File: config.mk
export PLATFORM = sky130hd
export DESIGN_NAME = pe_mac_sequencer
export DESIGN_NICKNAME = d
export VERILOG_FILES = /design/src/rtl/pe_mac_seq_pkg.sv /design/src/rtl/pe_mac_seq_step_ctr.sv /design/src/rtl/pe_mac_sequencer.sv
export SDC_FILE = /design/constraint.sdc
export NUM_CORES = 1
export LEC_CHECK = 0
export ABC_AREA = 1
export CORE_UTILIZATION = 43
export CTS_CLUSTER_DIAMETER = 50
export DETAILED_ROUTE_END_ITERATION = 8
export PLACE_DENSITY = 0.85
export SYNTH_ARGS = -nofsm -noshare
export SYNTH_HDL_FRONTEND = slang
export SYNTH_SLANG_ARGS = --single-unit
File: constraint.sdc
create_clock -name clk -period 3.6 [get_ports clk]
set_input_delay 0.36 -clock clk [delete_from_list [all_inputs] [get_ports clk]]
set_output_delay 0.36 -clock clk [all_outputs]
set_load 0.03 [all_outputs]
File: src/rtl/pe_mac_seq_pkg.sv
// Shared types and default sizing for the PE multiply-accumulate sequencer.
package pe_mac_seq_pkg;

  localparam int DATA_W_DEF  = 32;
  localparam int ACC_W_DEF   = 65;
  localparam int K_MAX_DEF   = 16;
  localparam int ADDR_W_DEF  = $clog2(K_MAX_DEF);
  localparam int TIMEOUT_DEF = 64;

  typedef enum logic [2:0] {
    ST_IDLE,
    ST_CLEAR,
    ST_FETCH,
    ST_LOAD,
    ST_WAIT,
    ST_OUT,
    ST_ERR
  } state_t;

endpackage

File: src/rtl/pe_mac_seq_step_ctr.sv
// Loadable MAC step counter; last flags the final step (step == len-1) and stops the count there.
module pe_mac_seq_step_ctr
  import pe_mac_seq_pkg::*;
#(
  parameter int ADDR_W = ADDR_W_DEF
) (
  input  logic              clk,
  input  logic              rst,
  input  logic              load,
  input  logic [ADDR_W:0]   len,
  input  logic              inc,
  output logic [ADDR_W-1:0] step,
  output logic              last
);

  localparam logic [ADDR_W:0]   LEN_ONE  = (ADDR_W+1)'(1);
  localparam logic [ADDR_W-1:0] STEP_ONE = ADDR_W'(1);

  logic [ADDR_W:0] len_q;

  always_ff @(posedge clk) begin
    if (rst) begin
      step  <= '0;
      len_q <= '0;
    end else if (load) begin
      step  <= '0;
      len_q <= len;
    end else if (inc && !last) begin
      step <= step + STEP_ONE;
    end
  end

  // len_q of zero wraps to all-ones here, so last never fires for an empty job.
  assign last = ({1'b0, step} == (len_q - LEN_ONE));

endmodule

File: src/rtl/pe_mac_sequencer.sv
// Runs one PE through a K-step MAC job: clear, fetch/load per step, wait for done, present result.
// Optional wait-timeout with ERR state is enabled by defining PE_MAC_SEQ_TIMEOUT_EN.
module pe_mac_sequencer
  import pe_mac_seq_pkg::*;
#(
  parameter int DATA_W = DATA_W_DEF,
  parameter int ACC_W  = ACC_W_DEF,
  parameter int K_MAX  = K_MAX_DEF,
  parameter int ADDR_W = $clog2(K_MAX)
`ifdef PE_MAC_SEQ_TIMEOUT_EN
  ,
  parameter int TIMEOUT_CYCLES = TIMEOUT_DEF
`endif
) (
  input  logic              clk,
  input  logic              rst,
  input  logic              start,
  input  logic [ADDR_W:0]   k_len,
  output logic              busy,
  output logic              a_rd_en,
  output logic [ADDR_W-1:0] a_addr,
  input  logic [DATA_W-1:0] a_rd_data,
  output logic              b_rd_en,
  output logic [ADDR_W-1:0] b_addr,
  input  logic [DATA_W-1:0] b_rd_data,
  output logic              pe_rst,
  output logic              pe_load,
  output logic [DATA_W-1:0] pe_row,
  output logic [DATA_W-1:0] pe_col,
  input  logic              pe_done,
  input  logic [ACC_W-1:0]  pe_result,
  output logic [ACC_W-1:0]  result,
  output logic              result_valid,
  input  logic              result_ready,
  output logic              err
);

  localparam logic [ADDR_W:0] K_MAX_L = (ADDR_W+1)'(K_MAX);

  function automatic logic [ADDR_W:0] sat_k_len(input logic [ADDR_W:0] k);
    return (k > K_MAX_L) ? K_MAX_L : k;
  endfunction

  state_t            state;
  state_t            state_next;
  logic              ctr_load;
  logic              ctr_inc;
  logic [ADDR_W-1:0] step;
  logic              last;

  pe_mac_seq_step_ctr #(
    .ADDR_W (ADDR_W)
  ) u_step_ctr (
    .clk  (clk),
    .rst  (rst),
    .load (ctr_load),
    .len  (sat_k_len(k_len)),
    .inc  (ctr_inc),
    .step (step),
    .last (last)
  );

  // Both buffers are walked in lockstep, so the step register drives both addresses.
  assign a_addr = step;
  assign b_addr = step;

`ifdef PE_MAC_SEQ_TIMEOUT_EN
  localparam int              CNT_W     = $clog2(TIMEOUT_CYCLES + 1);
  localparam logic [CNT_W-1:0] WAIT_LAST = CNT_W'(TIMEOUT_CYCLES - 1);
  localparam logic [CNT_W-1:0] CNT_ONE   = CNT_W'(1);

  logic [CNT_W-1:0] wait_cnt;
  logic             timeout;

  always_ff @(posedge clk) begin
    if (rst || (state != ST_WAIT)) begin
      wait_cnt <= '0;
    end else begin
      wait_cnt <= wait_cnt + CNT_ONE;
    end
  end

  assign timeout = (wait_cnt == WAIT_LAST);

  always_ff @(posedge clk) begin
    if (rst) begin
      err <= 1'b0;
    end else if (state_next == ST_ERR) begin
      err <= 1'b1;
    end
  end
`else
  assign err = 1'b0;
`endif

  always_ff @(posedge clk) begin
    if (rst) begin
      state <= ST_IDLE;
    end else begin
      state <= state_next;
    end
  end

  always_comb begin
    state_next = state;
    ctr_load   = 1'b0;
    ctr_inc    = 1'b0;
    case (state)
      ST_IDLE: begin
        if (start) begin
          ctr_load   = 1'b1;
          state_next = (k_len == '0) ? ST_OUT : ST_CLEAR;
        end
      end
      ST_CLEAR: state_next = ST_FETCH;
      ST_FETCH: state_next = ST_LOAD;
      ST_LOAD:  state_next = ST_WAIT;
      ST_WAIT: begin
        if (pe_done) begin
          if (last) begin
            state_next = ST_OUT;
          end else begin
            ctr_inc    = 1'b1;
            state_next = ST_FETCH;
          end
        end
`ifdef PE_MAC_SEQ_TIMEOUT_EN
        else if (timeout) begin
          state_next = ST_ERR;
        end
`endif
      end
      ST_OUT: begin
        if (result_ready) begin
          state_next = ST_IDLE;
        end
      end
      ST_ERR:  state_next = ST_ERR;
      default: state_next = ST_IDLE;
    endcase
  end

  // Strobes are registered from the next state so each lines up with the state it belongs to.
  always_ff @(posedge clk) begin
    if (rst) begin
      busy         <= 1'b0;
      a_rd_en      <= 1'b0;
      b_rd_en      <= 1'b0;
      pe_rst       <= 1'b1;
      pe_load      <= 1'b0;
      pe_row       <= '0;
      pe_col       <= '0;
      result       <= '0;
      result_valid <= 1'b0;
    end else begin
      busy         <= (state_next != ST_IDLE);
      a_rd_en      <= (state_next == ST_FETCH);
      b_rd_en      <= (state_next == ST_FETCH);
      pe_rst       <= (state_next == ST_CLEAR) || (state_next == ST_ERR);
      result_valid <= (state_next == ST_OUT);
      // Buffer data is valid during LOAD; the PE sees operands and load together one cycle later.
      pe_load      <= (state == ST_LOAD);
      if (state == ST_LOAD) begin
        pe_row <= a_rd_data;
        pe_col <= b_rd_data;
      end
      if ((state == ST_IDLE) && start && (k_len == '0)) begin
        result <= '0;
      end else if ((state == ST_WAIT) && pe_done && last) begin
        result <= pe_result;
      end
    end
  end

endmodule

; Word-level counts from Yosys, hierarchy flattened
; Index checks and enable logic that the tools add are counted.
[totals]
in_bits = 139
ff_bits = 146
out_inout_bits = 144
wordCells = 49
[op_classes]
n_mux = 12
reduce_logical = 12
n_eq_ne = 11
n_addsub = 2
order_cmp = 1
[ops]
columns = operator, count
row1 = 3-bit case mux with 7 select lines, 1
row2 = "3-bit equality test, second input constant", 5
row3 = 3-bit two-way mux, 5
row4 = "3-bit by 2-bit equality test with 1-bit output, second input constant", 3
row5 = "3-bit by 1-bit equality test with 1-bit output, second input constant", 2
row6 = 4-bit by 5-bit equality test with 1-bit output, 1
row7 = "5-bit greater-than comparator, second input constant", 1
row8 = 1-bit logical AND, 5
row9 = 5-bit logical NOT, 1
row10 = 1-bit two-way mux, 5
row11 = 5-bit two-way mux, 1
row12 = "5-bit by 1-bit subtractor with 5-bit output, second input constant", 1
row13 = "4-bit by 1-bit adder with 4-bit output, second input constant", 1
row14 = 2-bit OR reduction, 2
row15 = 3-bit logical NOT, 1
row16 = 3-bit nonzero test, 1
row17 = 1-bit logical NOT, 1
row18 = 1-bit logical OR, 1

; Logic depth before layout (Yosys ltp)
; Gate-level depths: netlist of run 1.
[logic_depth]
depth_word = 7
mapped_depth = 14
depth_no_buf = 14

; Hierarchy
; From an unflattened synthesis of run 1, not the netlist that was laid out.
[hier_totals]
hier_cells = 727
area_unflattened_um2 = 5899.4
[modules_own_cells]
columns = module, cells_each, seq_area_each_um2, n_inst, area_per_inst_um2
row1 = pe_mac_sequencer, 649, 2742.6, 1, 5383.9
row2 = pe_mac_seq_step_ctr, 78, 180.2, 1, 515.5

; Least setup slack after synthesis of run 1
; OpenSTA, ideal clock, no wires.
[synth_path]
kind = register to register
from = register u_step_ctr.len_q[0]
to = register result[14]
path_buffers = 2
period_less_slack_ps = 1706
setup_ps = 115
path_stages_with_launch = 13
arrival_time_ps = 1592
path_slack_ps = 1894
required_ps = 3485
path_cell_list = dfxtp_1 -> inv_2 -> ha_1 -> nand2_1 -> inv_1 -> nor2_1 -> nand3_1 -> nor2_1 -> nand3_1 -> buf_4 -> buf_2 -> nand2_1 -> a21oi_2
[synth_via]
elab_chain_cells = 3
[synth_rtl]
columns = element, line_no
row1 = "start, declared", pe_mac_seq_step_ctr.sv:19  ; logic [ADDR_W:0] len_q;
row2 = "start signal, assigned", pe_mac_seq_step_ctr.sv:27  ; len_q <= len;
row3 = 5-bit by 1-bit subtractor with 5-bit output, pe_mac_seq_step_ctr.sv:34  ; assign last = ({1'b0, step} == (len_q - LEN_ONE));
row4 = 4-bit by 5-bit equality test with 1-bit output, pe_mac_seq_step_ctr.sv:34
row5 = 1-bit logical AND, pe_mac_sequencer.sv:169  ; end else if ((state == ST_WAIT) && pe_done && last) begin
row6 = "end signal, assigned", pe_mac_sequencer.sv:170  ; result <= pe_result;
row7 = "end, declared", pe_mac_sequencer.sv:32  ; output logic [ACC_W-1:0] result,
; Every way passes these cells.
; A chain may end at the register's enable or synchronous reset.

; Final worst setup path of run 1
[layout_path]
from = register u_step_ctr.len_q[0]
to = register result[50]
; Same word-level chain as after synthesis.

==> results by group, run 1 <==
Logic synthesis
  – Mux share of post-synthesis cell area: 0%
  – Synth area leaders: dfxtp_1 52%, nor2_1 9.5%, nand3_1 6.9%
  – Synth area leader: dfxtp_1
  – Seq/Total Area, Yosys: 52.1%
  – Post-synthesis cell count: 709
  – Synth warn: 0
  – Largest family of logic cells by synthesized area: simple AND/OR/NAND/NOR gates
  – Synth unique cells: 28
  – Post-synth EDFFs: 0
  – Ys flop type: dfxtp_1
  – XOR/XNOR share of the synthesized area: 0.156%
  – Synth Area in Adders: 0.446%
  – Share of the synthesized area in the top cell type: 52.1%
  – Seq cells post-synth: 146
  – Mapped Nets: 850
  – Synth Area in Compound Gates: 14.3%
  – Share of synthesized registers carrying an async set or reset: 0%
  – Mapped cell area: 5610 um^2
  – Synth Area in Simple Gates: 24.6%
  – Syn Area/Cell: 7.92 um^2

Routing
  – DR vias: 5,607
  – DRC: 0
  – Final WL: 16,900 um
  – Via/cell ratio: 4.90
  – Final antenna-violating net count: 0
  – Wire per inst: 14.8 um
  – 1st-iter DRT viols: 438
  – Drt pass-1 iters: 6

Status
  – Status: completed

Clock tree
  – Post-CTS setup buffers: 0
  – Root Driver: clkbuf_16
  – Clock Tree Buf Depth: 2
  – TritonCTS clock tree: yes
  – Clock latency on the worst-skew pair: 0.42 ns
  – Num CTS Buffers: 17
  – H-tree level count: 4
  – Clk sinks: 146
  – Hold_buf cts: 0
  – Clk slew on worst S/H paths: 0.06 ns
  – Post-CTS Resized: 0

Setup path
  – Worst EP required: 3.87 ns
  – CP max FO: 49
  – Type of the worst setup path: flip-flop to flip-flop
  – Worst path arrival time: 2.58 ns
  – Startpoint types: flip-flop
  – Crit end category: flip-flop
  – R2R Setup Slk: 1.29 ns

Timing
  – Endpoints failing setup: 0
  – Clock skew: 0.00647 ns
  – Final hold violation count: 0
  – Fin crit share: 64.1%
  – Slew of the pin with the lowest slew margin: 1.08 ns
  – Slew margin rel.: 27.9%
  – Slew Limit Fails: 0
  – Achievable clock frequency: 433 MHz
  – RSZ-0062 raised after global routing: false
  – Final setup TNS: 0 ns
  – Final min period: 2.31 ns

Layout
  – Layout cell share with drive strength beyond 1: 7.30%
  – Most frequent cells in the layout: 281 x clkdlybuf4s50_1, 146 x dfxtp_1, 142 x nor2_1
  – Commonest non-fill, non-tap cell in the layout: clkdlybuf4s50_1
  – Area of the multi-input gates: 2240 um^2
  – Final nets: 1,101
  – Filler cells: 993
  – Register area: 2920 um^2
  – Area added between synthesis and finish: 58.6%
  – ANT cells: 0

Power
  – Worst vdd ir: 0.328 mV
  – Switching part of the total power: 25.1%
  – Psw: 0.982 mW
  – Power per Cell Area: 439 nW/um^2
  – Combinational Power Share: 14.4%
  – Sequential fraction of design power: 43.6%
  – Clock group share of total power: 41.9%
  – Pint: 2.93 mW
  – Leakage power: 3.18 nW
  – Final Power: 3.91 mW

Placement
  – DP HPWL: 11,800 um
  – Gpl congestion: 0.824
  – # port buffers: 281

Floorplanning
  – Row count: 41
  – Io pins: 283
  – Starting Density: 44.3%
  – Die Ht: 116 um
  – Chip Width: 116 um
  – Core ar.: 12,700 um^2
  – Die ar.: 13,500 um^2

Min path
  – Worst Hold Class: flip-flop to flip-flop

Global route
  – Antenna violations before repair: 0
  – First-pass GRT wire length: 25,000 um
  – Pin count of the biggest net entering global routing: 70
  – Gr usage total: 24.2%
  – GRT Residual Overflow: 0
  – Vias in the first global route: 5,126

Flow run
  – Maximum capacitance violations: 0
## cells in the mapped netlist (4+ instances only)
| cell | number |
|---|---|
| buf_4 | 7 |
| o32ai_1 | 4 |
| buf_2 | 15 |
| buf_6 | 11 |
| inv_2 | 6 |
| a21oi_1 | 49 |
| a21oi_2 | 20 |
| nand2_1 | 100 |
| inv_1 | 23 |
| nor2_1 | 142 |
| dfxtp_1 | 146 |
| nand3_1 | 77 |
| o21ai_0 | 68 |
| clkbuf_1 | 19 |
## path summary, 6_finish.rpt
check,start,end,cells after the start
worst min register to register,result[33]$_SDFFE_PP0P_,result[33]$_SDFFE_PP0P_,2
worst max-delay path,u_step_ctr.len_q[0]$_SDFFE_PP0P_,result[50]$_SDFFE_PP0P_,11
worst max register to register,u_step_ctr.len_q[0]$_SDFFE_PP0P_,result[50]$_SDFFE_PP0P_,11
worst min-delay path,result[33]$_SDFFE_PP0P_,result[33]$_SDFFE_PP0P_,2
## cells by family after synthesis
family | after synthesis
flops | 146
xor+xnor | 1
simple gates | 332
buf+inv | 85
other cells | 1
compound gates | 142
fa+ha+maj | 2
## registers in the layout (all words and copies together) (netlist names)
signal and count:
pe_row 32, pe_col 32, busy 1, u_step_ctr.len_q 5, pe_rst 1, pe_load 1
b_rd_en 1, result_valid 1, u_step_ctr.step 4, result 65, state 3
## area by class of cell
type	count	share of cell area [%]
tap	172	2.42
clock inverter	10	0.955
inverter	29	1.22
clock buffer	22	5.21
timing repair buffer	288	32.2
multi-input combinational	478	25.2
sequential	146	32.8
## stage by stage
| step | setup WS (ns) | util (%) | instances | hold slack [ns] | cell area [um^2] |
|---|---|---|---|---|---|
| finish | 1.29 | 70.3 | 1145 | 0.463 | 8910 |
| detailed placement | 1.20 | 66.0 | 1113 | 0.455 | 8360 |
| global placement | 1.21 | 66.0 | 1113 | 0.451 | 8360 |
| global route | 1.05 | 70.3 | 1145 | 0.477 | 8910 |
| floorplan | 1.89 | - | 709 | 0.442 | 5610 |
| CTS | 1.30 | 70.3 | 1145 | 0.464 | 8910 |
## routing by layer
layer  track usage [%]  vias up  part of all wire, %
met3              11.8       27                   11
met2              40.2      228                   48
met5                 0        -                    0
li1                  -     2810                    -
met4              10.3        0                  2.1
met1              26.3     2542                   38
## critical path, stage by stage (launching register included)
cell and delay, ns:
dfxtp_1 0.36, inv_2 0.07, ha_1 0.31, nand2_1 0.07, inv_1 0.03, nor2_1 0.07, nand3_1 0.08, nor2_1 0.15
nand3_2 0.36, buf_4 0.43, nand2_1 0.14, a21oi_1 0.07
## power groups by stage
| stage | registers (mW) | clock network [mW] | logic (mW) |
|---|---|---|---|
| after detailed placement | 1.74 | 0 | 0.563 |
| after global routing | 1.71 | 1.74 | 0.611 |
| final | 1.71 | 1.64 | 0.565 |
| after floorplan | 1.83 | 0 | 0.192 |
| after global placement | 1.74 | 0 | 0.560 |
| after CTS | 1.71 | 1.66 | 0.567 |
(Power assumes the default switching activity.)
==> run 2, diff against run 1 <==
--- a/config.mk
+++ b/config.mk
@@ -6,10 +6,10 @@
 export NUM_CORES = 1
 export LEC_CHECK = 0
 export ABC_AREA = 1
-export CORE_UTILIZATION = 43
+export CORE_UTILIZATION = 40
 export CTS_CLUSTER_DIAMETER = 50
 export DETAILED_ROUTE_END_ITERATION = 8
-export PLACE_DENSITY = 0.85
+export PLACE_DENSITY = 0.8
 export SYNTH_ARGS = -nofsm -noshare
 export SYNTH_HDL_FRONTEND = slang
 export SYNTH_SLANG_ARGS = --single-unit
==> constraint.sdc (replaced) <==
create_clock -name clk -period 2.2 [get_ports clk]
set_input_delay 0.22 -clock clk [delete_from_list [all_inputs] [get_ports clk]]
set_output_delay 0.22 -clock clk [all_outputs]
set_load 0.03 [all_outputs]
==> run 2 against run 1 <==
Clock-buffer cell count grew 2. Final cell count grew 0.87%. Via count grew 0.73%. Register-to-register slack lost 1.1 ns. Cell area grew 2.0%. Power grew 73%. Clock power grew 85%. Sequential power grew 63%. Setup slack lost 1.1 ns. Die area grew 7.4%. Combinational power grew 66%. Largest cell class is now buffers. Largest power group is now clock.
==> results by group, run 2 (synthesis gave the netlist of run 1 again) <==
Status
  – Status: completed

Setup path
  – CP max-delay cell: dfxtp_1
  – Critical R2R Launch: u_step_ctr.len_q[0]$_SDFFE_PP0P_
  – Worst path arrival time: 2.39 ns
  – Critical path's largest stage delay: 0.36 ns
  – Crit end category: flip-flop
  – Reg-to-Reg End: result[23]$_SDFFE_PP0P_
  – Worst EP required: 2.55 ns
  – Worst reg2reg path depth: 12
  – CP max FO: 35
  – Startpoint types: flip-flop
  – Critical Path, Cell by Cell: inv_2 -> ha_1 -> nand2_1 -> inv_1 -> nor2_1 -> nand3_1 -> nor2_1 -> nand2_1 -> inv_2 -> buf_12 -> nand3_1 -> a21oi_2
  – R2R Setup Slk: 0.15 ns
  – Type of the worst setup path: flip-flop to flip-flop

Power
  – Power per Cell Area: 744 nW/um^2
  – Worst vdd ir: 0.585 mV
  – Final Power: 6.75 mW
  – Leakage power: 3.27 nW

Clock tree
  – Clock latency on the worst-skew pair: 0.41 ns
  – H-tree level count: 4
  – Clock Tree Buf Depth: 2
  – Hold_buf cts: 0
  – Post-CTS setup buffers: 0
  – Clk sinks: 146
  – TritonCTS clock tree: yes
  – Clk slew on worst S/H paths: 0.06 ns
  – Num CTS Buffers: 17
  – Post-CTS Resized: 0
  – Root Driver: clkbuf_16

Timing
  – Slew Limit Fails: 0
  – Setup WS post-layout: 0.154 ns
  – Final hold violation count: 0
  – Fin crit share: 93.0%
  – Endpoints failing setup: 0
  – Final min period: 2.05 ns
  – Final setup TNS: 0 ns
  – RSZ-0062 raised after global routing: false
  – Hold WS: 0.383 ns
  – Achievable clock frequency: 489 MHz
  – Clock skew: 0.0107 ns

Floorplanning
  – Starting Density: 41.7%
  – Chip Width: 120 um
  – Die Ht: 120 um
  – Io pins: 283
  – Core ar.: 13,500 um^2
  – Die ar.: 14,500 um^2
  – Row count: 42

Flow run
  – Maximum capacitance violations: 0

Placement
  – Post-Place Setup Slack: 0.190 ns
  – DP Area: 8460 um^2
  – Gpl congestion: 0.799
  – # port buffers: 281
  – DP HPWL: 12,100 um

Layout
  – Biggest regs: result (65), pe_col (32), pe_row (32)
  – ANT cells: 0
  – Most frequent cells in the layout: 281 x clkdlybuf4s50_1, 146 x dfxtp_1, 142 x nor2_1
  – Final nets: 1,107
  – Max FFs per register: 65
  – Area added between synthesis and finish: 61.8%
  – Cell area after layout: 9080 um^2
  – Commonest non-fill, non-tap cell in the layout: clkdlybuf4s50_1
  – Layout cell share with drive strength beyond 1: 7.97%
  – Largest register by flop count: result

Min path
  – Worst Hold Class: input port to flip-flop
  – Hold EP: result[61]$_SDFFE_PP0P_
  – Hold Crit Depth: 3
  – Worst hold start: pe_result[61]

Routing
  – Drt pass-1 iters: 6
  – Final antenna-violating net count: 0
  – 1st-iter DRT viols: 346
  – DR vias: 5,648
  – Wire per inst: 14.9 um
  – DRC: 0
  – Final WL: 17,200 um
  – Via/cell ratio: 4.89

Global route
  – Antenna violations before repair: 0
  – Gr usage total: 23.3%
  – First-pass GRT wire length: 26,200 um
  – Vias in the first global route: 5,348
  – Pin count of the biggest net entering global routing: 66
  – GRT Residual Overflow: 0
run 2: area by class of cell:
type	instances	area, um^2
fill	1091	4370
multi-input combinational	478	2240
inverter	29	109
sequential	146	2920
clock buffer	24	502
timing repair buffer	294	2960
clock inverter	8	123
tap	176	220
run 2: critical path, delay by kind of cell (launching register included):
family | cells | cell delay, ns
and+or+nand+nor | 6 | 0.63
AOI/OAI and AO/OA | 1 | 0.14
buffers and inverters | 4 | 0.54
DFF | 1 | 0.36
adders and majority gates | 1 | 0.30
run 2: worst max-delay path by stage:
stage	from	endpoint	slack [ns]	depth (start not counted)
finish	u_step_ctr.len_q[0]$_SDFFE_PP0P_	result[23]$_SDFFE_PP0P_	0.15	12
global route	u_step_ctr.len_q[0]$_SDFFE_PP0P_	result[24]$_SDFFE_PP0P_	0.001	12
CTS	u_step_ctr.len_q[0]$_SDFFE_PP0P_	result[62]$_SDFFE_PP0P_	0.15	12
detailed placement	u_step_ctr.len_q[0]$_SDFFE_PP0P_	result[12]$_SDFFE_PP0P_	0.19	12
global placement	u_step_ctr.len_q[0]$_SDFFE_PP0P_	result[45]$_SDFFE_PP0P_	0.28	12
floorplan	u_step_ctr.len_q[0]$_SDFFE_PP0P_	result[14]$_SDFFE_PP0P_	0.49	12
run 2: stage by stage:
stage / utilization, % / std cells
floorplan: - / 709
global placement: 62.9 / 1123
detailed placement: 62.9 / 1123
CTS: 67.5 / 1155
global route: 67.5 / 1155
finish: 67.5 / 1155
run 2: per-layer routing:
| metal | wire length [um] | global-route usage [%] | vias to the layer above |
|---|---|---|---|
| met5 | 0 | 0 | - |
| li1 | - | - | 2818 |
| met2 | 8540 | 41.0 | 237 |
| met3 | 1880 | 10.5 | 17 |
| met4 | 269 | 7.18 | 0 |
| met1 | 6540 | 24.9 | 2576 |
run 2: where the power goes:
part	internal, mW	leakage, nW	switching, mW
combinational	0.461	1.78	0.476
clock	1.94	0.311	1.09
sequential	2.74	1.18	0.0522
total	5.14	3.27	1.62
